### config.mk
export PLATFORM = sky130hd
export DESIGN_NAME = pipelined_divider
export DESIGN_NICKNAME = d
export VERILOG_FILES = /design/src/rtl/divider_pkg.sv /design/src/rtl/div_stage.sv /design/src/rtl/pipelined_divider.sv
export SDC_FILE = /design/constraint.sdc
export NUM_CORES = 1
export LEC_CHECK = 0
export CORE_UTILIZATION = 42
export CTS_CLUSTER_SIZE = 24
export DETAILED_ROUTE_END_ITERATION = 7
export DONT_BUFFER_PORTS = 1
export GPL_TIMING_DRIVEN = 0
export HOLD_SLACK_MARGIN = 0.02
export SLEW_MARGIN = 15
export SYNTH_ARGS = -nofsm -noshare
export SYNTH_HDL_FRONTEND = slang
export SYNTH_SLANG_ARGS = --single-unit
### constraint.sdc
create_clock -name clk_in -period 6.7 [get_ports clk_in]
set_input_delay 1.34 -clock clk_in [delete_from_list [all_inputs] [get_ports clk_in]]
set_output_delay 1.34 -clock clk_in [all_outputs]
set_load 0.005 [all_outputs]
### src/rtl/divider_pkg.sv
// Shared types and helpers for the pipelined restoring divider.
// Holds the per-stage control record, the stage-count function and an all-ones constant.
package divider_pkg;

    localparam int MAX_WIDTH = 64;
    localparam logic [MAX_WIDTH-1:0] ALL_ONES = '1;

    // Control part of the stage record. The datapath part (p, dvd_shift, divisor)
    // is width-parameterised and therefore lives in the stage module ports.
    typedef struct packed {
        logic valid;
        logic sign_q;
        logic sign_r;
        logic zero;
    } stage_ctrl_t;

    function automatic int div_nstages(input int width, input int steps);
        return (width + steps - 1) / steps;
    endfunction

endpackage

### src/rtl/div_stage.sv
// One registered pipeline stage of the restoring divider: NBITS unrolled divide steps
// followed by a pause-gated register. KEEP_REM=0 drops the partial-remainder register.
module div_stage
    import divider_pkg::*;
#(
    parameter int WIDTH    = 16,
    parameter int NBITS    = 2,
    parameter bit KEEP_REM = 1'b1
) (
    input  logic              clk_in,
    input  logic              rst_n_in,
    input  logic              pause,
    input  stage_ctrl_t       ctrl_i,
    input  logic [WIDTH-1:0]  p_i,
    input  logic [WIDTH-1:0]  dvd_i,
    input  logic [WIDTH-1:0]  dvs_i,
    output stage_ctrl_t       ctrl_o,
    output logic [WIDTH-1:0]  p_o,
    output logic [WIDTH-1:0]  dvd_o
);

    logic [WIDTH-1:0] p_step   [NBITS+1];
    logic [WIDTH-1:0] dvd_step [NBITS+1];

    assign p_step[0]   = p_i;
    assign dvd_step[0] = dvd_i;

    // dvd_step shifts dividend bits out of the top while quotient bits enter at the bottom.
    genvar gi;
    generate
        for (gi = 0; gi < NBITS; gi++) begin : g_step
            logic [WIDTH:0]   trial;
            logic [WIDTH-1:0] diff;
            logic             ge;

            assign trial = {p_step[gi], dvd_step[gi][WIDTH-1]};
            assign ge    = (trial >= {1'b0, dvs_i});
            // When ge holds the true difference is below the divisor, so WIDTH bits suffice.
            assign diff  = trial[WIDTH-1:0] - dvs_i;
            assign p_step[gi+1]   = ge ? diff : trial[WIDTH-1:0];
            assign dvd_step[gi+1] = {dvd_step[gi][WIDTH-2:0], ge};
        end
    endgenerate

    stage_ctrl_t      ctrl_q;
    logic [WIDTH-1:0] dvd_q;

    always_ff @(posedge clk_in or negedge rst_n_in) begin
        if (!rst_n_in) begin
            ctrl_q <= '0;
            dvd_q  <= '0;
        end else if (!pause) begin
            ctrl_q <= ctrl_i;
            dvd_q  <= dvd_step[NBITS];
        end
    end

    assign ctrl_o = ctrl_q;
    assign dvd_o  = dvd_q;

    generate
        if (KEEP_REM) begin : g_rem
            logic [WIDTH-1:0] p_q;
            always_ff @(posedge clk_in or negedge rst_n_in) begin
                if (!rst_n_in) begin
                    p_q <= '0;
                end else if (!pause) begin
                    p_q <= p_step[NBITS];
                end
            end
            assign p_o = p_q;
        end else begin : g_no_rem
            assign p_o = '0;
        end
    endgenerate

endmodule

### src/rtl/pipelined_divider.sv
// Fully pipelined restoring divider, one operation per cycle, optional signed mode.
// Define PIPELINED_DIVIDER_REMAINDER_EN to carry the remainder to remainder_out (else tied 0).
module pipelined_divider
    import divider_pkg::*;
#(
    parameter int WIDTH           = 16,
    parameter int STEPS_PER_STAGE = 2,
    parameter int SIGNED          = 0
) (
    input  logic             clk_in,
    input  logic             rst_n_in,
    input  logic [WIDTH-1:0] dividend_in,
    input  logic [WIDTH-1:0] divisor_in,
    input  logic             data_valid_in,
    input  logic             pause,
    output logic [WIDTH-1:0] quotient_out,
    output logic [WIDTH-1:0] remainder_out,
    output logic             div_zero_out,
    output logic             data_valid_out,
    output logic             busy_out
);

    localparam int NSTAGES   = div_nstages(WIDTH, STEPS_PER_STAGE);
    localparam int LAST_BITS = WIDTH - (NSTAGES - 1) * STEPS_PER_STAGE;
    localparam int DVS_REGS  = (NSTAGES > 1) ? NSTAGES - 1 : 1;
`ifdef PIPELINED_DIVIDER_REMAINDER_EN
    localparam bit REM_EN = 1'b1;
`else
    localparam bit REM_EN = 1'b0;
`endif

    logic             dvd_neg, dvs_neg, dvs_zero;
    logic [WIDTH-1:0] dvd_mag, dvs_mag;

    stage_ctrl_t      ctrl_c [NSTAGES+1];
    logic [WIDTH-1:0] p_c    [NSTAGES+1];
    logic [WIDTH-1:0] dvd_c  [NSTAGES+1];
    logic [WIDTH-1:0] dvs_q  [DVS_REGS];

    assign dvs_zero = (divisor_in == '0);
    assign dvd_neg  = (SIGNED != 0) && dividend_in[WIDTH-1];
    assign dvs_neg  = (SIGNED != 0) && divisor_in[WIDTH-1];
    // A zero divisor passes the raw dividend through so the final remainder equals it unchanged.
    assign dvd_mag  = (dvd_neg && !dvs_zero) ? (~dividend_in + 1'b1) : dividend_in;
    assign dvs_mag  = dvs_neg ? (~divisor_in + 1'b1) : divisor_in;

    assign ctrl_c[0] = '{valid:  data_valid_in,
                         sign_q: (dvd_neg ^ dvs_neg) && !dvs_zero,
                         sign_r: dvd_neg && !dvs_zero,
                         zero:   dvs_zero};
    assign p_c[0]   = '0;
    assign dvd_c[0] = dvd_mag;

    // Divisor travels alongside the operands; stage gi reads the copy aligned with its inputs.
    always_ff @(posedge clk_in or negedge rst_n_in) begin
        if (!rst_n_in) begin
            for (int i = 0; i < DVS_REGS; i++) dvs_q[i] <= '0;
        end else if (!pause) begin
            dvs_q[0] <= dvs_mag;
            for (int i = 1; i < DVS_REGS; i++) dvs_q[i] <= dvs_q[i-1];
        end
    end

    genvar gi;
    generate
        for (gi = 0; gi < NSTAGES; gi++) begin : g_stage
            logic [WIDTH-1:0] dvs_sel;
            if (gi == 0) begin : g_first
                assign dvs_sel = dvs_mag;
            end else begin : g_rest
                assign dvs_sel = dvs_q[gi-1];
            end

            div_stage #(
                .WIDTH    (WIDTH),
                .NBITS    ((gi == NSTAGES - 1) ? LAST_BITS : STEPS_PER_STAGE),
                .KEEP_REM ((gi < NSTAGES - 1) || REM_EN)
            ) u_stage (
                .clk_in   (clk_in),
                .rst_n_in (rst_n_in),
                .pause    (pause),
                .ctrl_i   (ctrl_c[gi]),
                .p_i      (p_c[gi]),
                .dvd_i    (dvd_c[gi]),
                .dvs_i    (dvs_sel),
                .ctrl_o   (ctrl_c[gi+1]),
                .p_o      (p_c[gi+1]),
                .dvd_o    (dvd_c[gi+1])
            );
        end

        if (SIGNED != 0) begin : g_sign
            logic [WIDTH-1:0] quo_q, quo_d;
            logic             zero_q, valid_q;

            always_comb begin
                quo_d = ctrl_c[NSTAGES].sign_q ? (~dvd_c[NSTAGES] + 1'b1) : dvd_c[NSTAGES];
                if (ctrl_c[NSTAGES].zero) quo_d = ALL_ONES[WIDTH-1:0];
            end

            always_ff @(posedge clk_in or negedge rst_n_in) begin
                if (!rst_n_in) begin
                    quo_q   <= '0;
                    zero_q  <= 1'b0;
                    valid_q <= 1'b0;
                end else if (!pause) begin
                    quo_q   <= quo_d;
                    zero_q  <= ctrl_c[NSTAGES].zero;
                    valid_q <= ctrl_c[NSTAGES].valid;
                end
            end

            assign quotient_out   = quo_q;
            assign div_zero_out   = zero_q;
            assign data_valid_out = valid_q;

`ifdef PIPELINED_DIVIDER_REMAINDER_EN
            logic [WIDTH-1:0] rem_q, rem_d;
            assign rem_d = ctrl_c[NSTAGES].sign_r ? (~p_c[NSTAGES] + 1'b1) : p_c[NSTAGES];
            always_ff @(posedge clk_in or negedge rst_n_in) begin
                if (!rst_n_in) begin
                    rem_q <= '0;
                end else if (!pause) begin
                    rem_q <= rem_d;
                end
            end
            assign remainder_out = rem_q;
`else
            assign remainder_out = '0;
`endif
        end else begin : g_unsigned
            assign quotient_out   = dvd_c[NSTAGES];
            assign div_zero_out   = ctrl_c[NSTAGES].zero;
            assign data_valid_out = ctrl_c[NSTAGES].valid;
`ifdef PIPELINED_DIVIDER_REMAINDER_EN
            assign remainder_out  = p_c[NSTAGES];
`else
            assign remainder_out  = '0;
`endif
        end
    endgenerate

    logic busy_any;
    always_comb begin
        busy_any = data_valid_out;
        for (int i = 1; i <= NSTAGES; i++) busy_any = busy_any | ctrl_c[i].valid;
    end
    assign busy_out = busy_any;

endmodule

**After elaboration in Yosys (flattened, before gate mapping)**

Cells that the tools add are included.

- Register bits: 368
- Input bits: 36
- Output and inout port bits: 35
- Word-level logic and storage cells: 93

- Add/sub/neg operators: 15
- $lt $le $gt $ge: 16
- Muxes and demuxes: 15
- Bitwise logic cells: 8
- Reductions and logical operators: 1

Operators with widths:

| kind | count |
|---|---|
| $ge 17x16->1 | 15 |
| $mux 16 | 15 |
| $sub 16x16->16 | 14 |
| $ge 1x16->1 | 1 |
| $logic_not 16->1 | 1 |
| $sub 1x16->16 | 1 |
| $or 1x1->1 | 8 |

**Depth between registers and ports, before layout**

Gate-level depths: netlist of run 1.

- Word-level depth: 8
- Gate-level depth with buffers: 23
- Depth with buffers taken out: 21

**Hierarchy**

A second synthesis of run 1 with hierarchy kept.

- Cell total of the unflattened synthesis: 3147
- Area, all modules: 30958.4 um^2

By module, submodules not included:

| module | times used | cells each | area an instance (um^2) | sequential area each (um^2) |
|---|---|---|---|---|
| div_stage (g_stage[1].u_stage ...) | 5 | 379 | 3522.1 | 900.9 |
| pipelined_divider | 1 | 261 | 4350.4 | 2802.7 |
| div_stage (g_stage[0].u_stage) | 1 | 369 | 3359.5 | 900.9 |
| div_stage (g_stage[3].u_stage) | 1 | 371 | 3328.2 | 900.9 |
| div_stage (g_stage[7].u_stage) | 1 | 251 | 2309.7 | 500.5 |

**Least setup slack after synthesis of run 1**

OpenSTA, ideal clock, no wires.

- Path type: input -> register
- Start: in divisor_in[4]
- End: reg g_stage[0].u_stage.g_rem.p_q[2]
- Library setup time: 0.125 ns
- Data arrival time: 4.938 ns
- Required time: 6.575 ns
- Setup slack: 1.637 ns
- Stages on the path: 16
- Buffers on the path: 1
- Cell sequence: clkbuf_1 -> nor4_1 -> nand3_1 -> nor4_2 -> mux2_2 -> inv_1 -> ha_1 -> nor2b_1 -> o21bai_1 -> nand3_1 -> a41oi_1 -> o21ai_0 -> a21o_1 -> a21oi_1 -> mux2_2 -> mux2_2

- Longest elaborated chain between the ends: 4
- Elaborated cells between the ends (all ways): 6
- Those cells by class: add/sub (2); order compare (2); mux (2)

RTL lines:

| what | line | RTL |
|---|---|---|
| start, declared | pipelined_divider.sv:13 | `input logic [WIDTH-1:0] divisor_in,` |
| $sub 1x16->16 / $ge 1x16->1 (equally long branches) | div_stage.sv:39, div_stage.sv:37 |  |
| $mux 16 | div_stage.sv:40 | `assign p_step[gi+1] = ge ? diff : trial[WIDTH-1:0];` |
| $ge 17x16->1 / $sub 16x16->16 (equally long branches) | div_stage.sv:37, div_stage.sv:39 |  |
| $mux 16 * | div_stage.sv:40 |  |
| end signal, assigned | div_stage.sv:68 | `p_q <= p_step[NBITS];` |
| end, declared | div_stage.sv:63 | `logic [WIDTH-1:0] p_q;` |

Every way passes the cells marked *; elsewhere a longest branch is shown, timed or not.
A chain may end at the register's enable or synchronous reset.

**Worst setup path after layout of run 1**

- Start: reg dvs_q, in the netlist g_stage[6].dvs_sel[7]
- End: reg g_stage[6].u_stage.g_rem.p_q[14]

- Longest elaborated chain between the ends: 4
- Elaborated cells between the ends (all ways): 6
- Those cells by class: add/sub (2); order compare (2); mux (2)

RTL lines:

| what | line | RTL |
|---|---|---|
| start, declared | pipelined_divider.sv:38 | `logic [WIDTH-1:0] dvs_q [DVS_REGS];` |
| $sub 16x16->16 / $ge 17x16->1 (equally long branches) | div_stage.sv:39, div_stage.sv:37 |  |
| $mux 16 | div_stage.sv:40 |  |
| $sub 16x16->16 / $ge 17x16->1 (equally long branches) | div_stage.sv:39, div_stage.sv:37 |  |
| $mux 16 * | div_stage.sv:40 |  |
| end signal, assigned | div_stage.sv:68 |  |
| end, declared | div_stage.sv:63 |  |

Marks and branches as above.

==> results of run 1 <==
==> layout make-up <==
cell class,instances,area [um^2]
Buffer,141,724
Clock buffer,63,1320
Clock inverter,19,338
Fill cell,5974,33500
Inverter,190,713
Multi-Input combinational cell,2234,16400
Sequential cell,368,9210
Tap cell,846,1060
==> registers in the layout, summed over array words and instances (netlist names) <==
register	cells
g_stage.u_stage.dvd_o	128
g_stage.dvs_sel	112
g_stage.u_stage.p_o	112
g_stage.u_stage.ctrl_o	16
==> per-layer routing <==
| metal | routed length (um) | track usage [%] |
|---|---|---|
| met4 | 2810 | 8.83 |
| met5 | 29 | 0 |
| met1 | 39100 | 35.6 |
| met3 | 4070 | 3.44 |
| met2 | 40000 | 43.9 |
==> worst max-delay path by stage <==
stage	end	depth (start not counted)
5_1_grt	g_stage[4].u_stage.p_o[2]$_DFFE_PN0N_	21
3_5_place_dp	g_stage[0].u_stage.p_o[7]$_DFFE_PN0N_	17
4_1_cts	g_stage[4].u_stage.p_o[2]$_DFFE_PN0N_	21
2_1_floorplan	g_stage[0].u_stage.p_o[2]$_DFFE_PN0N_	16
3_3_place_gp	g_stage[4].u_stage.p_o[2]$_DFFE_PN0N_	21
6_report	g_stage[6].u_stage.p_o[14]$_DFFE_PN0N_	22
==> Yosys cell counts, drive strengths merged, types with 23 or more instances <==
cell,n
ha,242
dfrtp,368
inv,190
o21a,35
o21bai,23
mux2,203
xnor2,104
clkbuf,80
a21oi,190
nand2,255
nor2,181
nand2b,30
nor3,63
xor2,61
a211oi,32
a21o,61
nand3,73
buf,61
o21ai,228
o311ai,25
nor2b,31
nand4,30
mux2i,50
==> kinds of logic (layout without fill, tap and decap cells) <==
logic type / Yosys count / after routing / share of synthesized area [%]
xor+xnor: 165 / 165 / 5.36
other cells: 1 / 16 / 0.0139
simple gates: 774 / 774 / 13.6
buf+inv: 331 / 413 / 5.33
fa+ha+maj: 256 / 256 / 12.3
compound gates: 770 / 770 / 18.8
flops: 368 / 368 / 34.2
mux: 253 / 253 / 10.4
==> repair_timing <==
item                                    CTS  global route
endpoints found under the setup margin    0             3
hold endpoints to repair                  0             0
resized for setup                         0             1
hold buffers                              0             0
==> stage by stage <==
stage	utilization [%]	cells	hold WS (ns)	cell area [um^2]	worst slack, ns
finish	47.0	3861	0.478	29700	0.605
global route	47.0	3861	0.459	29700	0.0423
CTS	47.0	3861	0.445	29700	0.381
detailed placement	44.4	3779	0.471	28100	0.352
global placement	44.4	3779	0.464	28100	0.381
floorplan	-	2933	0.443	27000	1.64
==> worst max-delay path: cells and delay by family (launching register included) <==
family	cells	cell delay, ns
buf+inv	4	1.21
simple gates	5	0.97
compound gates	10	2.47
fa+ha+maj	2	0.63
mux	1	0.28
flops	1	0.36
==> run summary, run 1 <==
Top-Level Pins: 71
commonest non-fill, non-tap cells in the layout: dfrtp_1, nand2_1, ha_1, o21ai_0, mux2_2
synthesized area: 0.0269 mm^2
die area: 0.0652 mm^2
Root Buffer: clkbuf_16
CP max stage cell: a211oi_4
largest area contributor in the netlist: dfrtp_1
TritonCTS buffer count: 45
Slew @ Worst Pin: 1.82 ns
CP arrival: 6.52 ns
Core ar.: 0.0632 mm^2
fmax: 164 MHz
Final ANT Viol Nets: 0
critical-path maximum fanout: 10
Post-CTS Setup Inserts: 0
asr flop ratio synth: 100%
worst hold path stage count: 2
number of remaining DRC errors: 0
final setup vio count: 0
first drt pass iteration count: 5
total track usage: 26.5%
unrepaired setup endpoints after global routing: no
clk_lat worst skew: 0.60 ns
Main synth FF type: dfrtp_1
total grt overflow: 0
most common cell after layout, fill and taps aside: dfrtp_1
dpl hpwl: 67.0 mm
critical path, cell by cell: inv_1 > ha_1 > clkbuf_1 > nand4_1 > nor4_1 > o21ai_0 > o31a_1 > nand3_2 > clkbuf_1 > nor2_1 > a21oi_1 > ha_1 > nor2b_1 > o31ai_1 > a21oi_1 > a21o_1 > a31oi_1 > o21ai_1 > a211oi_4 > buf_4 > mux2i_1 > a21oi_1
Final #Nets: 3272
Crit. End Element: register
vias in the first global route: 21900
RePlAce Congestion: 0.964
Syn Area/Cell: 9.23 um^2
Critical Path RT: 7.12 ns
Vias: 22300
failing checks: max-slew violations
Reg2Reg Capture Point: g_stage[6].u_stage.p_o[14]$_DFFE_PN0N_
global-route wire length before repair: 131 mm
Min-Delay Startpoint: g_stage[5].dvs_sel[14]$_DFFE_PN0N_
CP peak stage delay: 0.54 ns
R2R Setup Slk: 0.60 ns
Post-synth EDFFs: 0
max-slew violations: 163
CTS sink cnt: 368
Hold Path End: g_stage[5].dvs_sel[14]$_DFFE_PN0N_
I/O Buffers: 0
Crit path top cell by count: a21oi_1
# H-tree levels: 2
Ys Warns: 0
Die Ht: 255 um
Synth cell types: 96
setup tns final: 0 ns
status: finished, violations left
critical path startpoint: g_stage[6].dvs_sel[7]$_DFFE_PN0N_
worst clock skew: 0.0252 ns
Critical R2R Launch: g_stage[6].dvs_sel[7]$_DFFE_PN0N_
DR vias/cell: 5.78
fin crit share: 91.0%
FP Rows: 92
WL/cell: 22.3 um
slew margin rel.: -21.3%
largest cells by area after synthesis: dfrtp_1, ha_1, mux2_2
final hold violation count: 0
cells after synthesis: 2918
share of cells above drive strength 1: 12.9%
Worst-path clk slew: 0.06 ns
Max-Cap Viols: 0
register bit total from synthesis: 368
DR iter-0 viols: 1521
Synth top area share: 34.2%
antenna cells: 0
Reg2Reg Depth: 22
initial antenna violation count: 3
deepest clock path buffer count: 3
Area growth syn-to-layout: 10.3%
Die W: 255 um
Seq/Total Area, Yosys: 34.2%
largest net degree at the start of global routing: 369
CTS tree: done
Initial Utilization: 42.6%
Hold Path Class: register to register
final WL: 85.9 mm
type of the worst setup path: register to register
Final Critical Period: 6.10 ns
CP startpoint kind: register
Power of run 1 is left out: the tool's default activity adds up to more than one toggle a clock period on the data nets, which glitch-free logic cannot reach.
==> inputs of run 2 (changes only) <==
CORE_UTILIZATION = 66   (was 42)
PLACE_DENSITY = 0.82   (was unset)
TNS_END_PERCENT = 5   (was unset)
==> run 2 against run 1 <==
  * The flow now finishes without violations
  * Worst setup slack better by 0.066 ns
  * Global-route usage up 12 points
  * Critical endpoint is now g_stage[0].u_stage.p_o[7]$_DFFE_PN0N_
  * Via count increased by 2.8%
  * Critical path type is now input pin to register
  * Highest routed layer unchanged
  * Clock-buffer cell count down 11
  * Hold slack got worse by 0.041 ns
==> run summary, run 2 (synthesis gave the netlist of run 1 again) <==
RePlAce Congestion: 0.982
TritonCTS buffer count: 41
global-route wire length before repair: 125 mm
setup tns final: 0 ns
CP startpoint kind: input pin
most common cell after layout, fill and taps aside: dfrtp_1
final hold violation count: 0
Critical R2R Launch: g_stage[4].dvs_sel[8]$_DFFE_PN0N_
Post-CTS Resized: 0
dpl hpwl: 61.1 mm
Slew @ Worst Pin: 1.26 ns
max-slew violations: 0
FP Rows: 73
CTS sink cnt: 368
die area: 0.0416 mm^2
Cells after DPL: 3458
Post-CTS Hold Buffers: 0
total grt overflow: 0
final WL: 80.2 mm
final worst setup slack: 0.671 ns
deepest clock path buffer count: 3
status: finished clean
worst clock skew: 0.0179 ns
register area: 0.00921 mm^2
Max-Cap Viols: 0
# H-tree levels: 2
Top-Level Pins: 71
I/O Buffers: 0
Final #Nets: 3268
number of remaining DRC errors: 0
slew margin rel.: 15.9%
critical-path maximum fanout: 10
share of cells above drive strength 1: 12.6%
fin crit share: 90.0%
Worst-path clk slew: 0.07 ns
Final Critical Period: 6.03 ns
CTS tree: done
max reg flops: 128
Crit. End Element: register
critical path startpoint: divisor_in[9]
Post-CTS Setup Inserts: 0
unrepaired setup endpoints after global routing: no
area occupied by multi-input gates: 0.0164 mm^2
clk_lat worst skew: 0.59 ns
commonest non-fill, non-tap cells in the layout: dfrtp_1, nand2_1, ha_1, o21ai_0, mux2_2
total track usage: 39.0%
Fill cells: 3092
initial antenna violation count: 3
Vias: 22900
Area growth syn-to-layout: 7.75%
pre-CTS setup slack: 0.253 ns
Core ar.: 0.0400 mm^2
Final Non-Filler Cells: 3534
vias in the first global route: 22500
Hold Path Class: input pin to async pin
Die W: 204 um
Die Ht: 204 um
largest net degree at the start of global routing: 369
WL/cell: 22.7 um
DR iter-0 viols: 2434
type of the worst setup path: input pin to register
CP arrival: 6.44 ns
Final ANT Viol Nets: 0
final setup vio count: 0
fmax: 166 MHz
Root Buffer: clkbuf_16
first drt pass iteration count: 5
Initial Utilization: 67.3%
Critical Path RT: 7.11 ns
worst hold margin: 0.438 ns
DR vias/cell: 6.49
-- run 2: cell count changes in the layout (fill, tap and decap cells not counted), sizes merged --
cell / change
inv: +1
clkinv: +6
diode: +2
clkinvlp: +1
bufinv: -5
clkbuf: -11
-- run 2: critical path, cell delays in order --
cell and delay, ns:
nor4_1 0.48, nand3_1 0.26, nor4_2 0.80, clkbuf_1 0.41, o41a_1 0.23, ha_1 0.28, nand3_1 0.10, o21bai_1 0.15
nand3_1 0.17, a41oi_1 0.41, o21ai_0 0.24, a21o_1 0.26, a21oi_1 0.52, buf_2 0.37, mux2i_1 0.29, o21ai_0 0.12
-- run 2: final timing paths --
kind / cells after the start / slack (ns) / endpoint
setup / recovery: 16 / 0.67 / g_stage[0].u_stage.p_o[7]$_DFFE_PN0N_
hold / removal: 0 / 0.44 / g_stage[7].u_stage.dvd_o[0]$_DFFE_PN0N_
setup reg to reg: 22 / 0.68 / g_stage[4].u_stage.p_o[7]$_DFFE_PN0N_
hold reg to reg: 2 / 0.48 / g_stage[6].dvs_sel[7]$_DFFE_PN0N_
max in group asynchronous: 0 / 5.61 / g_stage[5].u_stage.p_o[8]$_DFFE_PN0N_
min in group clk_in: 2 / 0.48 / g_stage[6].dvs_sel[7]$_DFFE_PN0N_
-- run 2: layer usage --
| metal | track usage, % | wire length [um] | up-vias |
|---|---|---|---|
| li1 | - | - | 10600 |
| met1 | 51.1 | 33600 | 11200 |
| met2 | 63.5 | 37200 | 878 |
| met3 | 6.22 | 5620 | 226 |
| met4 | 17.8 | 3690 | 2 |
| met5 | 0 | 13 | - |
-- run 2: through the flow --
stage | cell area, um^2 | utilization, %
finish | 29000 | 72.6
global route | 29000 | 72.6
CTS | 29000 | 72.5
detailed placement | 27700 | 69.1
global placement | 27700 | 69.1
floorplan | 27000 | -
-- run 2: final cells by class --
cell class / count / area share, %
diodes: 2 / 0.0172
plain buffers: 141 / 2.50
clock buffers: 52 / 3.81
clock inverters: 22 / 0.892
inverters: 190 / 2.46
multi-input cells: 2234 / 56.3
flip-flops and latches: 368 / 31.7
well taps: 525 / 2.26
Power of run 2 is left out for the same reason.
